## src/rtl/cust_iir_filter_mc.sv

```systemverilog
// Multi-channel first-order IIR filter (bypass / low-pass / high-pass).
// One shared datapath walks each accepted sample through a 5-state FSM.
module cust_iir_filter_mc #(
    parameter int DATA_WIDTH   = 16,
    parameter int COEFF_WIDTH  = 16,
    parameter int CHANNELS     = 32,
    parameter int CHANNELS_PW2 = 7,
    parameter int SIGNED_IN    = 0
) (
    input  logic                    clk,
    input  logic                    reset,
    input  logic [DATA_WIDTH-1:0]   chan_in_sample,
    input  logic [CHANNELS_PW2-1:0] chan_in_num,
    input  logic                    chan_in_valid,
    output logic                    chan_in_read,
    output logic [DATA_WIDTH-1:0]   chan_out_sample,
    output logic [CHANNELS_PW2-1:0] chan_out_num,
    output logic                    chan_out_valid,
    input  logic                    chan_out_read,
    input  logic [COEFF_WIDTH-1:0]  coeff,
    input  logic [1:0]              mode,
    input  logic                    clear_state
);

    localparam int DW = DATA_WIDTH;
    localparam int CW = COEFF_WIDTH;
    localparam int SW = DW + CW;
    localparam int AW = (CHANNELS > 1) ? $clog2(CHANNELS) : 1;

    typedef enum logic [2:0] {
        CLEAR, IDLE, READ, CALC, WRITE, OUT
    } state_t;

    state_t                  state_q, state_d;
    logic [AW-1:0]           cnt_q, cnt_d;
    logic [DW-1:0]           sample_q, sample_d;
    logic [CHANNELS_PW2-1:0] num_q, num_d;
    logic [CW-1:0]           coeff_q, coeff_d;
    logic [1:0]              mode_q, mode_d;
    logic                    oor_q, oor_d;
    logic                    pend_q, pend_d;
    logic signed [SW-1:0]    s_q, s_d;
    logic signed [SW-1:0]    snew_q, snew_d;
    logic                    in_read_q, in_read_d;
    logic                    out_valid_q, out_valid_d;
    logic [DW-1:0]           out_sample_q, out_sample_d;
    logic [CHANNELS_PW2-1:0] out_num_q, out_num_d;

    logic signed [SW-1:0]    mem [CHANNELS];
    logic                    mem_we;
    logic [AW-1:0]           mem_addr;
    logic signed [SW-1:0]    mem_wdata;

    logic signed [DW-1:0]    x, lp, lp_new, hp_sat, res;
    logic signed [DW:0]      d, hp;
    logic signed [SW-1:0]    prod, snew_c;
    logic [DW-1:0]           res_fmt;

    // State is kept in Q.CW so the fractional part survives small coefficients
    always_comb begin
        x = sample_q;
        if (SIGNED_IN == 0) x[DW-1] = ~sample_q[DW-1];
        lp     = s_q[SW-1:CW];
        d      = {x[DW-1], x} - {lp[DW-1], lp};
        prod   = {{(SW-DW-1){d[DW]}}, d} * {{DW{1'b0}}, coeff_q};
        snew_c = s_q + prod;
        lp_new = snew_q[SW-1:CW];
        hp     = {x[DW-1], x} - {lp_new[DW-1], lp_new};
        if (hp[DW] != hp[DW-1])
            hp_sat = hp[DW] ? {1'b1, {(DW-1){1'b0}}} : {1'b0, {(DW-1){1'b1}}};
        else
            hp_sat = hp[DW-1:0];
        case (mode_q)
            2'b00:   res = x;
            2'b01:   res = lp_new;
            default: res = hp_sat;
        endcase
        if (oor_q) res = x;
        res_fmt = res;
        if (SIGNED_IN == 0) res_fmt[DW-1] = ~res[DW-1];
    end

    always_comb begin
        state_d      = state_q;
        cnt_d        = cnt_q;
        sample_d     = sample_q;
        num_d        = num_q;
        coeff_d      = coeff_q;
        mode_d       = mode_q;
        oor_d        = oor_q;
        pend_d       = pend_q | clear_state;
        s_d          = s_q;
        snew_d       = snew_q;
        out_sample_d = out_sample_q;
        out_num_d    = out_num_q;
        mem_we       = 1'b0;
        mem_addr     = num_q[AW-1:0];
        mem_wdata    = snew_q;
        unique case (state_q)
            CLEAR: begin
                mem_we    = 1'b1;
                mem_addr  = cnt_q;
                mem_wdata = '0;
                cnt_d     = cnt_q + 1'b1;
                if (cnt_q == AW'(CHANNELS - 1)) begin
                    cnt_d   = '0;
                    pend_d  = 1'b0;
                    state_d = (pend_q | clear_state) ? CLEAR : IDLE;
                end
            end
            IDLE: begin
                pend_d = 1'b0;
                if (clear_state) begin
                    cnt_d   = '0;
                    state_d = CLEAR;
                end else if (chan_in_valid) begin
                    sample_d = chan_in_sample;
                    num_d    = chan_in_num;
                    coeff_d  = coeff;
                    mode_d   = mode;
                    oor_d    = (32'(chan_in_num) >= CHANNELS);
                    state_d  = READ;
                end
            end
            READ: begin
                s_d     = oor_q ? '0 : mem[num_q[AW-1:0]];
                state_d = CALC;
            end
            CALC: begin
                snew_d  = snew_c;
                state_d = WRITE;
            end
            WRITE: begin
                mem_we       = ~oor_q;
                out_sample_d = res_fmt;
                out_num_d    = num_q;
                state_d      = OUT;
            end
            OUT: begin
                if (chan_out_read) begin
                    cnt_d   = '0;
                    pend_d  = 1'b0;
                    state_d = (pend_q | clear_state) ? CLEAR : IDLE;
                end
            end
            default: state_d = CLEAR;
        endcase
        in_read_d   = (state_d == IDLE);
        out_valid_d = (state_d == OUT);
    end

    always_ff @(posedge clk or negedge reset) begin
        if (!reset) begin
            state_q      <= CLEAR;
            cnt_q        <= '0;
            sample_q     <= '0;
            num_q        <= '0;
            coeff_q      <= '0;
            mode_q       <= '0;
            oor_q        <= 1'b0;
            pend_q       <= 1'b0;
            s_q          <= '0;
            snew_q       <= '0;
            in_read_q    <= 1'b0;
            out_valid_q  <= 1'b0;
            out_sample_q <= '0;
            out_num_q    <= '0;
        end else begin
            state_q      <= state_d;
            cnt_q        <= cnt_d;
            sample_q     <= sample_d;
            num_q        <= num_d;
            coeff_q      <= coeff_d;
            mode_q       <= mode_d;
            oor_q        <= oor_d;
            pend_q       <= pend_d;
            s_q          <= s_d;
            snew_q       <= snew_d;
            in_read_q    <= in_read_d;
            out_valid_q  <= out_valid_d;
            out_sample_q <= out_sample_d;
            out_num_q    <= out_num_d;
        end
    end

    // Channel state is zeroed by the CLEAR sweep rather than by reset
    always_ff @(posedge clk) begin
        if (mem_we) mem[mem_addr] <= mem_wdata;
    end

    assign chan_in_read    = in_read_q;
    assign chan_out_valid  = out_valid_q;
    assign chan_out_sample = out_sample_q;
    assign chan_out_num    = out_num_q;

endmodule

```

## config.mk

```make
export PLATFORM = sky130hd
export DESIGN_NAME = cust_iir_filter_mc
export DESIGN_NICKNAME = d
export VERILOG_FILES = /design/src/rtl/cust_iir_filter_mc.sv
export SDC_FILE = /design/constraint.sdc
export NUM_CORES = 2
export LEC_CHECK = 0
export BUFFER_PORTS_ARGS = -buffer_cell sky130_fd_sc_hd__buf_2
export CAP_MARGIN = 15
export CORE_AREA = 2 2 327 329
export DETAILED_ROUTE_END_ITERATION = 8
export DIE_AREA = 0 0 329 331
export PLACE_DENSITY = 0.79
export SLEW_MARGIN = 20
export SYNTH_ARGS = -nofsm -noshare
export SYNTH_HDL_FRONTEND = slang
export SYNTH_SLANG_ARGS = --single-unit
```

## constraint.sdc

```tcl
create_clock -name clk -period 8.8 [get_ports clk]
set_input_delay 1.32 -clock clk [delete_from_list [all_inputs] [get_ports clk]]
set_output_delay 1.32 -clock clk [all_outputs]
set_load 0.02 [all_outputs]
```

==> impl_metrics.py <==
metrics = {
    "floorplanning": {
        "dieWidth_um": 329,
        "start_util_pct": 54.9,
        "rows": 119,
        "die_h_um": 331,
        "num_io_pins": 71,
        "core_area_sq_um": 105000,
        "dieArea_sq_um": 109000,
    },
    "layout": {
        "layout.nets": 4135,
        "postLayoutCoreUtil_pct": 61.0,
        "final_common_cell": "edfxtp_1",
        "final_cells": 5153,
        "nFillCells": 7259,
        "syn2layout_area_growth_pct": 11.1,
        "drive_gt1_share_pct": 20.6,
        "final_cell_mix": "edfxtp_1, inv_1, mux4_2",
        "design_area_sq_um": 64000,
    },
    "clock_tree": {
        "postCtsSetupRepairBufs": 0,
        "htreeDepth": 3,
        "numCtsBuffers": 111,
        "clockBufferDepth": 3,
        "cts_resized": 0,
        "ctsHoldBuffers": 0,
        "cts_sinks": 1164,
        "clk_pin_slew_ns": 0.06,
        "cts_tree": "built",
        "cts_root_buf": "clkbuf_16",
        "insertion_delay_ns": 0.72,
    },
    "global_route": {
        "grt_pass1_vias": 33300,
        "grt_pass1_wl_um": 221000,
        "overflow": 0,
        "grt_max_degree": 130,
        "grt_use_total_pct": 27.9,
        "antenna_found_initial": 5,
    },
    "synthesis": {
        "ys_warn_count": 0,
        "synth_ff_type": "edfxtp_1",
        "syn_nets": 4005,
        "yosysTopAreaCell": "edfxtp_1",
        "synthArstFlopShare_pct": 12.0,
        "syn-instance-count": 3536,
        "syn_area_per_cell_sq_um": 16.3,
        "netlist_area_sq_um": 57600,
        "synth_enable_flop_cells": 1024,
        "ys_seq_elements": 1164,
        "synth_top_area_share_pct": 53.4,
        "ys_seq_area_share_pct": 59.4,
        "ys_types": 75,
        "synth_area_leaders": "edfxtp_1, mux4_2, fa_1",
    },
    "timing": {
        "hold_violations": 0,
        "tightest_slew_ns": 1.14,
        "finalClockSkew_ns": 0.0497,
        "grt_setup_unrepaired": "false",
        "period_share_pct": 93.8,
        "finalCriticalPeriod_ns": 8.25,
        "setup_tns_ns": 0,
        "setup_viol_count_final": 0,
        "fmax_mhz": 121,
        "finalMaxSlewViolations": 0,
        "maxSlewHeadroom_pct": 23.7,
    },
    "detailed_routing": {
        "antenna_left": 0,
        "vias_per_cell": 6.21,
        "drt-initial-drc-count": 3578,
        "num_vias": 32000,
        "first_pass_iters": 7,
        "totalWireLength_um": 148000,
        "route.detailed.drc": 0,
        "wl_per_cell_um": 28.8,
    },
    "placed_design": {
        "place_area_sq_um": 60200,
        "portBuffers": 70,
        "place.gp.congestion": 0.908,
        "dp_hpwl_um": 86500,
        "dp.cells": 4942,
    },
    "worst_setup_path": {
        "cp_common_cell": "fa_1",
        "worst_setup_path_end_kind": "flip-flop",
        "crit_type": "flip-flop to flip-flop",
        "worst_path_largest_cell_delay_ns": 0.63,
        "arrival_ns": 8.86,
        "crit_buf_inv": 6,
        "cpLargestDelayFamily": "adder cells",
        "crit_fanout": 16,
        "worstSetupStartpointType": "flip-flop",
        "worstPathRequired_ns": 9.41,
        "crit_slowest_cell": "fa_1",
    },
    "hold_path": {
        "hp-class": "flip-flop to flip-flop",
    },
    "outcome": {
        "status": "complete, no violations",
    },
    "flow_run": {
        "maxCapViolCount": 0,
    },
}
## tightest hold or removal path: cells and delay by family (launching register included)
kind             cells  cell delay, ns
and+or+nand+nor      2            0.10
DFF                  1            0.34
## layer usage
metal  vias up  track usage [%]  routed length, um
met5         -                0                 27
met4         4             10.2               5820
met3       348             5.92              15200
met2      1787             46.1              73500
met1     16700             36.9              54000
li1      13200                -                  -
## path summary, 6_finish.rpt
| check | startpoint | end | slack, ns | cells after the start |
|---|---|---|---|---|
| min in group asynchronous | reset | coeff_q[8]$_DFFE_PN0P_ | 0.60 | 1 |
| worst min-delay path | num_q[5]$_DFFE_PN0P_ | chan_out_num[5]$_DFFE_PN0P_ | 0.47 | 2 |
| worst max-delay path | sample_q[0]$_DFFE_PN0P_ | snew_q[29]$_DFFE_PN0N_ | 0.55 | 31 |
| max in group asynchronous | reset | num_q[1]$_DFFE_PN0P_ | 6.68 | 2 |
| worst max register to register | sample_q[0]$_DFFE_PN0P_ | snew_q[29]$_DFFE_PN0N_ | 0.55 | 31 |
| worst min register to register | num_q[5]$_DFFE_PN0P_ | chan_out_num[5]$_DFFE_PN0P_ | 0.47 | 2 |
## flip-flops by register name, summed over array words and instances (netlist names), 2 cells and up
signal	flops
s_q	32
mode_q	2
cnt_q	5
chan_out_num	7
state_q	3
sample_q	16
snew_q	32
chan_out_sample	16
num_q	7
coeff_q	16
mem	1024
## per-stage QoR
step | hold slack (ns) | setup slack, ns
3_3_place_gp | 0.448 | 0.626
5_1_grt | 0.499 | 0.0851
4_1_cts | 0.468 | 0.419
2_1_floorplan | 0.433 | 1.19
6_report | 0.469 | 0.549
3_5_place_dp | 0.454 | 0.496
## cell families after synthesis
| family | Yosys count | synth area share (%) |
|---|---|---|
| multiplexers | 411 | 14.2 |
| flip-flops | 1164 | 59.4 |
| AND/OR/NAND/NOR | 642 | 5.58 |
| buffers and inverters | 562 | 3.74 |
| adder cells (fa/ha/maj) | 423 | 13.1 |
| XOR/XNOR | 66 | 1.03 |
| AO/OA/AOI/OAI | 268 | 2.92 |
## area by class of cell
type	count	area, sq um	share of cell area, %
clock inverters	81	896	1.40
well taps	1391	1740	2.72
inverters	406	1520	2.38
flip-flops and latches	1164	34300	53.5
diodes	1	2.50	0.00391
clock buffers	127	2880	4.50
multi-input cells	1810	21500	33.7
repair buffers	173	1150	1.80
## synthesized netlist by cell type, types with 50 or more instances
cell type / n
dfrtp_1: 140
and2_1: 147
clkbuf_1: 115
mux4_2: 320
nand2_1: 229
o21ai_0: 103
nor2b_1: 54
edfxtp_1: 1024
mux2i_1: 50
nor2_1: 92
fa_1: 302
ha_1: 121
inv_1: 405
a21oi_1: 62
Power is left out: the tool's default activity adds up to more than one toggle a clock period on the data nets, which glitch-free logic cannot reach.
